$ cat config.mk
export PLATFORM = sky130hd
export DESIGN_NAME = alu_arbiter
export DESIGN_NICKNAME = d
export VERILOG_FILES = /design/src/rtl/alu_arbiter.sv
export SDC_FILE = /design/constraint.sdc
export NUM_CORES = 1
export LEC_CHECK = 0
export ABC_AREA = 1
export ABC_CLOCK_PERIOD_IN_PS = 3800
export BUFFER_PORTS_ARGS = -buffer_cell sky130_fd_sc_hd__buf_2
export CORE_AREA = 2 2 107 109
export DETAILED_ROUTE_END_ITERATION = 7
export DIE_AREA = 0 0 109 111
export PLACE_DENSITY = 0.85
export SETUP_SLACK_MARGIN = 0.4
export SYNTH_ARGS = -nofsm -noshare
export SYNTH_HDL_FRONTEND = slang
export SYNTH_SLANG_ARGS = --single-unit
$ cat constraint.sdc
create_clock -name clk -period 3.8 [get_ports clk]
set_input_delay 1.14 -clock clk [delete_from_list [all_inputs] [get_ports clk]]
set_output_delay 1.14 -clock clk [all_outputs]
set_load 0.01 [all_outputs]
$ cat src/rtl/alu_arbiter.sv
// Round-robin share of one combinational ALU between two requesters; grant at N -> rsp_valid at N+2.
// Backpressure: rsp_* held until rsp_ready; no new grant while a response is pending.
module alu_arbiter #(
  parameter int WIDTH    = 32,
  parameter int OP_WIDTH = 4
) (
  input  logic                  clk,
  input  logic                  rst_n,
  input  logic [1:0]            req_valid,
  input  logic [2*WIDTH-1:0]    req_op1,
  input  logic [2*WIDTH-1:0]    req_op2,
  input  logic [2*OP_WIDTH-1:0] req_alu_op,
  output logic [1:0]            req_ready,
  output logic [WIDTH-1:0]      alu_op1,
  output logic [WIDTH-1:0]      alu_op2,
  output logic [OP_WIDTH-1:0]   alu_op_out,
  input  logic [WIDTH-1:0]      alu_result,
  input  logic                  alu_zero,
  output logic                  rsp_valid,
  input  logic                  rsp_ready,
  output logic [WIDTH-1:0]      rsp_result,
  output logic                  rsp_zero,
  output logic                  rsp_id
);

  typedef enum logic [1:0] {IDLE, EXEC, RESP} state_t;

  typedef struct packed {
    logic [OP_WIDTH-1:0] op;
    logic [WIDTH-1:0]    op1;
    logic [WIDTH-1:0]    op2;
  } req_t;

  state_t state, state_nxt;
  logic   last_grant;
  logic   grant_vld;
  logic   grant_id;
  req_t   grant_dat;

  always_comb begin
    grant_vld = rst_n && (state == IDLE) && (req_valid != 2'b00);
    // Tie goes to whoever did not win last; reset value 1 favours requester 0.
    if (req_valid == 2'b11) grant_id = ~last_grant;
    else                    grant_id = req_valid[1];
    if (grant_id) grant_dat = '{op: req_alu_op[2*OP_WIDTH-1:OP_WIDTH],
                                op1: req_op1[2*WIDTH-1:WIDTH],
                                op2: req_op2[2*WIDTH-1:WIDTH]};
    else          grant_dat = '{op: req_alu_op[OP_WIDTH-1:0],
                                op1: req_op1[WIDTH-1:0],
                                op2: req_op2[WIDTH-1:0]};
    req_ready = 2'b00;
    if (grant_vld) req_ready = grant_id ? 2'b10 : 2'b01;
  end

  always_comb begin
    state_nxt = state;
    case (state)
      IDLE:    if (grant_vld) state_nxt = EXEC;
      EXEC:    state_nxt = RESP;
      RESP:    if (rsp_ready) state_nxt = IDLE;
      default: state_nxt = IDLE;
    endcase
  end

  always_ff @(posedge clk) begin
    if (!rst_n) begin
      state      <= IDLE;
      last_grant <= 1'b1;
      alu_op1    <= '0;
      alu_op2    <= '0;
      alu_op_out <= '0;
      rsp_valid  <= 1'b0;
      rsp_result <= '0;
      rsp_zero   <= 1'b0;
      rsp_id     <= 1'b0;
    end else begin
      state <= state_nxt;
      if (grant_vld) begin
        alu_op1    <= grant_dat.op1;
        alu_op2    <= grant_dat.op2;
        alu_op_out <= grant_dat.op;
        rsp_id     <= grant_id;
        last_grant <= grant_id;
      end
      if (state == EXEC) begin
        rsp_result <= alu_result;
        rsp_zero   <= alu_zero;
        rsp_valid  <= 1'b1;
      end else if (state == RESP && rsp_ready) begin
        rsp_valid  <= 1'b0;
      end
    end
  end

endmodule

==> flow_metrics.py, run 1 <==
metrics = {
    "floorplan": {
        "placeableCoreArea_um2": 11100,
        "die_w_um": 109,
        "dieArea_um2": 12100,
        "die_height_um": 111,
        "std_cell_rows": 39,
        "ioPinCount": 279,
        "start_util": 0.426,
    },
    "synthesis": {
        "yosysTopAreaCell": "dfxtp_1",
        "syn_area_um2": 4720,
        "yosys.cell_count.top_type": "nand2_1",
        "syn_area_per_cell_um2": 6.83,
        "yosys-top-cells-area": "dfxtp_1 (45%), nand2_1 (22%), a21oi_1 (7.4%)",
        "yosysSeqAreaShare": 0.450,
        "synth_common_cells": "nand2_1 (275), dfxtp_1 (106), a21oi_1 (70), nand3_1 (70), nor2_1 (67)",
        "synth_ff_type": "dfxtp_1",
        "ys_seq_elements": 106,
        "ys_types": 20,
        "synthArstFlopShare": 0,
        "syn_inst": 691,
        "synth.top_cell.area_share": 0.450,
        "synth_fp_nets": 865,
        "synth_edf_count": 0,
        "ys_warn_count": 0,
    },
    "timing": {
        "setup-violations-final": 0,
        "tightestPinTransition_ns": 0.707,
        "min_period_ns": 2.98,
        "fin_ws_ns": 0.818,
        "maxSlewHeadroom": 0.529,
        "clock.fmax_ghz": 0.335,
        "rsz0062_at_grt": "no",
        "hold_viol_final": 0,
        "finClkSkew_ns": 0.00578,
        "tns_ns": 0,
        "drv_slew": 0,
        "fin_crit_sh": 0.785,
    },
    "global_route": {
        "grt_usage": 0.218,
        "antenna_found_initial": 0,
        "grt_pass1_vias": 4737,
        "grt_max_degree": 71,
        "busiest_layer": "met2",
        "grt_use_met2": 0.378,
        "grt_overflow": 0,
        "use_met1": 0.244,
        "grt_use_met3": 0.0635,
        "grt_pass1_wl_um": 21400,
    },
    "setup_path": {
        "crit_path_max_fanout": 5,
        "cp_top_family": "buffers and inverters",
        "start_kind": "input pin",
        "timing.critical_path.buf_inv": 3,
        "critPathKind": "input pin to output pin",
        "critPathCaptureType": "output pin",
        "critPathMaxStageDelay_ns": 0.17,
        "cp.arrival_ns": 1.84,
        "slowest_stage": "buf_2",
        "cp.required_ns": 2.66,
        "crit_top_cell": "buf_2",
        "path_cells": "buf_2 -> nor2_4 -> inv_2 -> nand3_4 -> nor2_1 -> buf_2",
    },
    "cells_and_area": {
        "seqCellArea_um2": 2120,
        "syn_to_final_growth_pct": 33.6,
        "stdcell_count": 1080,
        "finalNetCount": 1108,
        "final_util": 0.569,
        "drive_gt1_frac": 0.332,
        "fill_cells": 1107,
        "diodes": 0,
        "multiInputGateArea_um2": 2260,
    },
    "placed_design": {
        "post-place-ws_ns": 0.775,
        "dp_hpwl_um": 9410,
        "port_buffers": 278,
        "finalWeightedCongestion": 0.805,
        "dpl.cell_count": 1066,
    },
    "clocking": {
        "root_buffer": "clkbuf_16",
        "cts-resized-gates": 0,
        "path_clk_slew_ns": 0.06,
        "clock_sinks": 106,
        "cts_buffers": 9,
        "post_cts_buffers": 0,
        "h-tree-depth": 3,
        "postCtsHoldBufs": 0,
        "cts_buffer_depth": 2,
        "cts_tree": "yes",
        "clk_latency_ns": 0.33,
    },
    "drt": {
        "route.detailed.drc": 0,
        "drtAntennaViolNets": 0,
        "vias": 5298,
        "detail_route.first_pass.iterations": 5,
        "wirelength_um": 13700,
        "drtIter0Drc": 325,
        "vias_per_cell": 4.91,
        "wl_per_cell_um": 12.7,
    },
    "flow_run": {
        "max-cap-violations": 0,
    },
    "power_and_ir_drop": {
        "p_leak_nw": 3.36,
        "powerDensity_nw_per_um2": 424,
        "ir_drop_mv": 0.256,
        "p_total_w": 0.00267,
    },
    "status": {
        "status": "complete, no violations",
    },
    "worst_hold_path": {
        "hp-class": "register to register",
    },
}
==> tightest hold or removal path, cell delays in order, from the launching register on <==
cell and delay [ns]:
dfxtp_1 0.30, nand2_1 0.05, a21oi_1 0.05
==> layout by cell type, fill, tap and decap left out <==
cell type and n:
buf_2 278, nand2_1 275, dfxtp_1 106, nand3_1 70
a21oi_1 70, nor2_1 67, o21ai_0 32, clkbuf_16 9
buf_4 7, nand2_2 4, inv_1 3, nor2_4 3
inv_2 3, clkinv_2 3, nand3_4 1, nor2_8 1
o21ai_1 1, a21oi_2 1, nand3b_1 1, clkbuf_1 1
bufinv_16 1
==> routing by layer <==
metal | part of all wire | vias up | wire length, um
met4 | 0.026 | 0 | 359
met2 | 0.48 | 227 | 6530
met5 | 0 | - | 0
met1 | 0.39 | 2352 | 5370
li1 | - | 2686 | -
met3 | 0.10 | 33 | 1410
==> power breakdown <==
group	switching, W	internal [W]
logic	0.000330	0.000219
clock network	0.000381	0.000500
registers	0.0000422	0.00120
==> flip-flops by register name, indices dropped and copies added, names as in the netlist <==
register / cells
last_grant: 1
alu_op1: 32
rsp_id: 1
rsp_zero: 1
alu_op_out: 4
alu_op2: 32
rsp_result: 32
state: 2
rsp_valid: 1
==> cell type report <==
cell class              instances  share of cell area
multi-input cells             526               0.359
flip-flops and latches        106               0.337
clock inverters                 4             0.00715
inverters                       6             0.00357
clock buffers                  10              0.0363
well taps                     143              0.0284
repair buffers                285               0.229
==> final timing paths <==
kind                            startpoint                     endpoint  slack [ns]  depth (start not counted)
setup reg to reg     state[0]$_SDFFE_PN0P_  rsp_result[14]$_SDFFE_PN0P_        1.92                          5
hold reg to reg   alu_op2[19]$_SDFFE_PN0P_     alu_op2[19]$_SDFFE_PN0P_        0.46                          2
setup / recovery              req_valid[1]                 req_ready[0]        0.82                          6
hold / removal    alu_op2[19]$_SDFFE_PN0P_     alu_op2[19]$_SDFFE_PN0P_        0.46                          2
==> through the flow <==
stage	cell area, um^2	hold slack [ns]
floorplan	4720	0.449
global placement	6030	0.449
detailed placement	6030	0.452
CTS	6300	0.462
global route	6300	0.478
finish	6300	0.460
==> logic make-up (layout without fill, tap and decap cells) <==
| logic type | after synthesis | after routing | synth area share |
|---|---|---|---|
| AOI/OAI and AO/OA | 104 | 104 | 0.111 |
| buffers and inverters | 59 | 305 | 0.0710 |
| DFF | 106 | 106 | 0.450 |
| and+or+nand+nor | 422 | 422 | 0.368 |
(Power assumes the default switching activity.)
==> run 2, diff against run 1 <==
--- a/config.mk
+++ b/config.mk
@@ -6,12 +6,12 @@
 export NUM_CORES = 1
 export LEC_CHECK = 0
 export ABC_AREA = 1
-export ABC_CLOCK_PERIOD_IN_PS = 3800
+export ABC_CLOCK_PERIOD_IN_PS = 3000
 export BUFFER_PORTS_ARGS = -buffer_cell sky130_fd_sc_hd__buf_2
-export CORE_AREA = 2 2 107 109
+export CORE_MARGIN = 2
+export CORE_UTILIZATION = 44
 export DETAILED_ROUTE_END_ITERATION = 7
-export DIE_AREA = 0 0 109 111
-export PLACE_DENSITY = 0.85
+export PLACE_DENSITY = 0.86
 export SETUP_SLACK_MARGIN = 0.4
 export SYNTH_ARGS = -nofsm -noshare
 export SYNTH_HDL_FRONTEND = slang
==> constraint.sdc (replaced) <==
create_clock -name clk -period 3 [get_ports clk]
set_input_delay 0.9 -clock clk [delete_from_list [all_inputs] [get_ports clk]]
set_output_delay 0.9 -clock clk [all_outputs]
set_load 0.01 [all_outputs]
==> flow_metrics.py, run 2 (synthesis gave the netlist of run 1 again) <==
metrics = {
    "global_route": {
        "grt_overflow": 0,
        "grt_usage": 0.238,
        "grt_pass1_vias": 4691,
        "grt_max_degree": 71,
        "grt_pass1_wl_um": 22100,
        "antenna_found_initial": 1,
    },
    "floorplan": {
        "start_util": 0.455,
        "std_cell_rows": 37,
        "die_height_um": 108,
        "die_w_um": 108,
        "dieArea_um2": 11600,
        "ioPinCount": 279,
        "placeableCoreArea_um2": 10400,
    },
    "cells_and_area": {
        "finalNetCount": 1110,
        "stdcell_count": 1077,
        "layout_common_cells": "buf_2 (278), nand2_1 (275), dfxtp_1 (106), nand3_1 (70), a21oi_1 (70)",
        "reg_top3": "alu_op1: 32 flops, alu_op2: 32 flops, rsp_result: 32 flops",
        "final_cell_area_um2": 6210,
        "drive_gt1_frac": 0.335,
        "fill_cells": 1008,
        "final_common_cell": "buf_2",
        "syn_to_final_growth_pct": 31.7,
    },
    "drt": {
        "drtAntennaViolNets": 0,
        "drtIter0Drc": 293,
        "wl_per_cell_um": 13.2,
        "route.detailed.drc": 0,
        "wirelength_um": 14200,
        "vias": 5293,
        "vias_per_cell": 4.91,
        "detail_route.first_pass.iterations": 6,
    },
    "setup_path": {
        "rrSetupSlack_ns": 1.25,
        "critPathCaptureType": "output pin",
        "cp.required_ns": 2.10,
        "cp.arrival_ns": 1.57,
        "crit_path_max_fanout": 5,
        "start_kind": "input pin",
        "critPathKind": "input pin to output pin",
    },
    "timing": {
        "fin_crit_sh": 0.822,
        "clock.fmax_ghz": 0.406,
        "maxSlewHeadroom": 0.516,
        "fin_ws_ns": 0.534,
        "tns_ns": 0,
        "finClkSkew_ns": 0.0120,
        "min_period_ns": 2.47,
        "rsz0062_at_grt": "no",
        "setup-violations-final": 0,
        "drv_slew": 0,
        "whs_ns": 0.464,
        "hold_viol_final": 0,
        "tightestPinTransition_ns": 0.726,
    },
    "power_and_ir_drop": {
        "powerDensity_nw_per_um2": 497,
        "ir_drop_mv": 0.333,
        "p_leak_nw": 3.32,
    },
    "clocking": {
        "post_cts_buffers": 0,
        "clk_latency_ns": 0.35,
        "cts_buffer_depth": 2,
        "cts_tree": "yes",
        "path_clk_slew_ns": 0.09,
        "root_buffer": "clkbuf_8",
        "cts-resized-gates": 0,
        "h-tree-depth": 3,
        "cts_buffers": 9,
        "postCtsHoldBufs": 0,
        "clock_sinks": 106,
    },
    "placed_design": {
        "postPlaceCellArea_um2": 6040,
        "finalWeightedCongestion": 0.823,
        "port_buffers": 278,
        "dp_hpwl_um": 10000,
        "post-place-ws_ns": 0.518,
        "dpl.cell_count": 1061,
    },
    "flow_run": {
        "max-cap-violations": 0,
    },
    "worst_hold_path": {
        "hp-class": "register to register",
    },
    "status": {
        "status": "complete, no violations",
    },
}
## run 2: cell type report
class,instances,area (um^2),area share
Multi-Input combinational cell,526,2260,0.364
Sequential cell,106,2120,0.341
Timing Repair Buffer,287,1460,0.235
Tap cell,136,170,0.0274
Clock buffer,10,138,0.0221
Clock inverter,5,38.8,0.00624
Inverter,6,22.5,0.00362
Antenna cell,1,2.50,0.000403
## run 2: final timing paths
check | depth (start not counted) | startpoint | to
max | 6 | req_valid[1] | req_ready[1]
min | 2 | rsp_valid$_SDFFE_PN0P_ | rsp_valid$_SDFFE_PN0P_
max reg2reg | 6 | state[1]$_SDFFE_PN0P_ | alu_op2[2]$_SDFFE_PN0P_
min reg2reg | 2 | rsp_valid$_SDFFE_PN0P_ | rsp_valid$_SDFFE_PN0P_
## run 2: power breakdown
part	switching [W]	internal [W]	leakage, nW	total (W)
clock network	0.000489	0.000327	0.0891	0.000816
logic	0.000420	0.000280	2.36	0.000700
registers	0.0000540	0.00152	0.868	0.00157
total	0.000963	0.00212	3.32	0.00309
## run 2: metal layers
| layer | GRT usage | up-vias | wire length, um |
|---|---|---|---|
| met1 | 0.264 | 2373 | 5570 |
| met3 | 0.0751 | 15 | 1270 |
| met4 | 0.0659 | 0 | 161 |
| met5 | 0 | - | 0 |
| met2 | 0.433 | 211 | 7240 |
| li1 | - | 2694 | - |
## run 2: worst max-delay path, cell delays in order
cell and delay [ns]:
buf_2 0.15, nor2_4 0.19, nor2_8 0.06, nand2_2 0.10, inv_1 0.04, buf_2 0.13
## run 2: metrics by stage
stage,utilization,total power (W)
final,0.599,0.00309
after global routing,0.599,0.00327
after CTS,0.599,0.00312
after detailed placement,0.582,0.00231
after global placement,0.582,0.00230
after floorplan,-,0.00203
==> run 3, diff against run 2 <==
==> config.mk (replaced) <==
export PLATFORM = sky130hd
export DESIGN_NAME = alu_arbiter
export DESIGN_NICKNAME = d
export VERILOG_FILES = /design/src/rtl/alu_arbiter.sv
export SDC_FILE = /design/constraint.sdc
export NUM_CORES = 1
export LEC_CHECK = 0
export ABC_AREA = 0
export ABC_CLOCK_PERIOD_IN_PS = 2140
export BUFFER_PORTS_ARGS = -buffer_cell sky130_fd_sc_hd__buf_2
export CORE_MARGIN = 2
export CORE_UTILIZATION = 38
export DETAILED_ROUTE_END_ITERATION = 7
export PLACE_DENSITY = 0.82
export SETUP_SLACK_MARGIN = 0.4
export SYNTH_ARGS = -nofsm -noshare
export SYNTH_HDL_FRONTEND = slang
export SYNTH_SLANG_ARGS = --single-unit
==> constraint.sdc (replaced) <==
create_clock -name clk -period 2.14 [get_ports clk]
set_input_delay 0.642 -clock clk [delete_from_list [all_inputs] [get_ports clk]]
set_output_delay 0.642 -clock clk [all_outputs]
set_load 0.01 [all_outputs]
==> flow_metrics.py, run 3 <==
metrics = {
    "status": {
        "status": "finished, violations left",
        "violations": "negative setup slack",
    },
    "placed_design": {
        "postPlaceCellArea_um2": 5700,
        "port_buffers": 278,
        "dp_hpwl_um": 9830,
        "post-place-ws_ns": -0.179,
        "finalWeightedCongestion": 0.812,
    },
    "cells_and_area": {
        "syn_to_final_growth_pct": 40.6,
        "final_cell_area_um2": 5910,
        "layout_common_cells": "buf_2 (277), nand2_1 (134), dfxtp_1 (106), a221o_1 (69), nor3_1 (68)",
        "drive_gt1_frac": 0.425,
        "final_common_cell": "buf_2",
        "final_util": 0.548,
        "reg_top3": "alu_op1: 32 flops, alu_op2: 32 flops, rsp_result: 32 flops",
        "finalNetCount": 911,
    },
    "synthesis": {
        "syn_area_um2": 4200,
        "ys_warn_count": 0,
        "syn_inst": 481,
        "syn_area_per_cell_um2": 8.74,
        "synth_ff_type": "dfxtp_1",
        "yosysTopAreaCell": "dfxtp_1",
        "yosysSeqAreaShare": 0.505,
        "synth_common_cells": "nand2_1 (134), dfxtp_1 (106), a221o_1 (69)",
        "synthArstFlopShare": 0,
        "ys_types": 21,
        "synth.top_cell.area_share": 0.505,
        "ys_seq_elements": 106,
        "yosys-top-cells-area": "dfxtp_1 (50%), a221o_1 (16%), nand2_1 (12%)",
        "synth_edf_count": 0,
        "yosys.cell_count.top_type": "nand2_1",
        "synth_fp_nets": 655,
    },
    "global_route": {
        "antenna_found_initial": 1,
        "grt_pass1_vias": 4233,
        "grt_pass1_wl_um": 20200,
        "grt_overflow": 0,
        "grt_max_degree": 59,
        "grt_usage": 0.217,
    },
    "floorplan": {
        "die_height_um": 109,
        "placeableCoreArea_um2": 10800,
        "dieArea_um2": 11900,
        "die_w_um": 109,
        "start_util": 0.389,
        "std_cell_rows": 38,
        "ioPinCount": 279,
    },
    "power_and_ir_drop": {
        "powerDensity_nw_per_um2": 756,
        "ir_drop_mv": 0.477,
        "p_leak_nw": 2.90,
        "p_total_w": 0.00447,
    },
    "clocking": {
        "cts_buffers": 9,
        "h-tree-depth": 3,
        "post_cts_buffers": 0,
        "cts_buffer_depth": 2,
        "clk_latency_ns": 0.37,
        "cts_tree": "yes",
        "postCtsHoldBufs": 0,
        "clock_sinks": 106,
        "path_clk_slew_ns": 0.10,
        "root_buffer": "clkbuf_8",
    },
    "setup_path": {
        "reg2reg_depth": 5,
        "critPathMaxStageDelay_ns": 0.41,
        "critPathCaptureType": "output pin",
        "cp.required_ns": 1.50,
        "path_cells": "buf_6 -> or3b_4 -> a211oi_4 -> buf_2",
        "cp.arrival_ns": 1.50,
        "cp_top_family": "simple AND/OR/NAND/NOR gates",
        "start_kind": "input pin",
        "crit_start": "rst_n",
        "rrSetupSlack_ns": 0.35,
        "crit_path_max_fanout": 4,
        "regToRegStartpoint": "state[1]$_SDFFE_PN0P_",
        "critPathKind": "input pin to output pin",
        "slowest_stage": "or3b_4",
        "regToRegEndpoint": "alu_op2[11]$_SDFFE_PN0P_",
        "timing.critical_path.buf_inv": 2,
    },
    "worst_hold_path": {
        "hp-class": "register to register",
        "hold_path.startpoint": "rsp_result[2]$_SDFFE_PN0P_",
        "whs_path_depth": 2,
        "hold_end": "rsp_result[2]$_SDFFE_PN0P_",
    },
    "timing": {
        "maxSlewHeadroom": 0.597,
        "min_period_ns": 2.14,
        "setup-violations-final": 1,
        "drv_slew": 0,
        "fin_crit_sh": 1.00,
        "finClkSkew_ns": 0.00894,
        "hold_viol_final": 0,
        "rsz0062_at_grt": "yes",
        "tightestPinTransition_ns": 0.604,
        "clock.fmax_ghz": 0.467,
        "fin_ws_ns": -0.000901,
    },
    "drt": {
        "met3WireLength_um": 1360,
        "drtAntennaViolNets": 0,
        "top_layer_used": "met4",
        "detail_route.first_pass.iterations": 4,
        "vias": 4606,
        "dr_wl_met2_um": 6830,
        "drtIter0Drc": 348,
        "wirelength_um": 13800,
        "wl_met1_um": 5360,
        "wl_per_cell_um": 15.7,
        "vias_per_cell": 5.22,
        "route.detailed.drc": 0,
    },
    "flow_run": {
        "max-cap-violations": 0,
    },
}
-- run 3: cell count changes after synthesis, sizes merged, moves of 2 or more --
cell / before / now
or3b: 0 / 2
a21oi: 71 / 35
a221o: 0 / 69
o21ai: 33 / 2
nand2: 279 / 134
inv: 6 / 2
buf: 35 / 9
nor2b: 0 / 2
nand3: 71 / 0
nor2: 71 / 5
nor3: 0 / 68
clkbuf: 18 / 40
-- run 3: timing repair --
action / CTS / global route
gates resized for setup: 3 / 0
pin swaps: 1 / 0
endpoints found under the setup margin: 55 / 55
-- run 3: kinds of logic after synthesis --
| logic type | after synthesis | synth area share |
|---|---|---|
| AOI/OAI and AO/OA | 109 | 0.217 |
| and+or+nand+nor | 214 | 0.217 |
| buffers and inverters | 52 | 0.0610 |
| DFF | 106 | 0.505 |
-- run 3: metal layers --
metal | up-vias | track usage
li1 | 2241 | -
met1 | 2130 | 0.240
met2 | 208 | 0.376
met3 | 27 | 0.0807
met4 | 0 | 0.0852
met5 | - | 0
-- run 3: final cells by class --
class,count,area (um^2)
inverters,3,11.3
fillers,974,4880
diodes,1,2.50
flip-flops and latches,106,2120
clock buffers,11,131
multi-input cells,323,1850
well taps,140,175
clock inverters,5,55.1
repair buffers,294,1560
-- run 3: metrics by stage --
| step | hold WS (ns) | cells | TNS (ns) |
|---|---|---|---|
| 2_1_floorplan | 0.481 | 481 | -0.206 |
| 3_3_place_gp | 0.439 | 866 | -8.38 |
| 3_5_place_dp | 0.443 | 866 | -8.70 |
| 4_1_cts | 0.457 | 882 | -0.0196 |
| 5_1_grt | 0.462 | 883 | -0.0655 |
| 6_report | 0.456 | 883 | -0.000901 |
-- run 3: tightest hold or removal path: stages (launching register included) --
cell	delay, ns
dfxtp_1	0.32
nand2_1	0.05
a21oi_1	0.05
-- run 3: where the power goes --
part | switching [W] | leakage [nW] | internal, W
combinational | 0.000524 | 1.94 | 0.000449
sequential | 0.000103 | 0.872 | 0.00216
clock | 0.000693 | 0.0893 | 0.000539
-- run 3: worst max path at each step --
stage / end / slack (ns) / cells after the start
floorplan: req_ready[1] / -0.18 / 4
global placement: req_ready[1] / -0.17 / 4
detailed placement: alu_op2[11]$_SDFFE_PN0P_ / -0.18 / 6
CTS: req_ready[1] / -0.02 / 3
global route: req_ready[1] / -0.05 / 3
finish: req_ready[1] / -0.0009 / 4
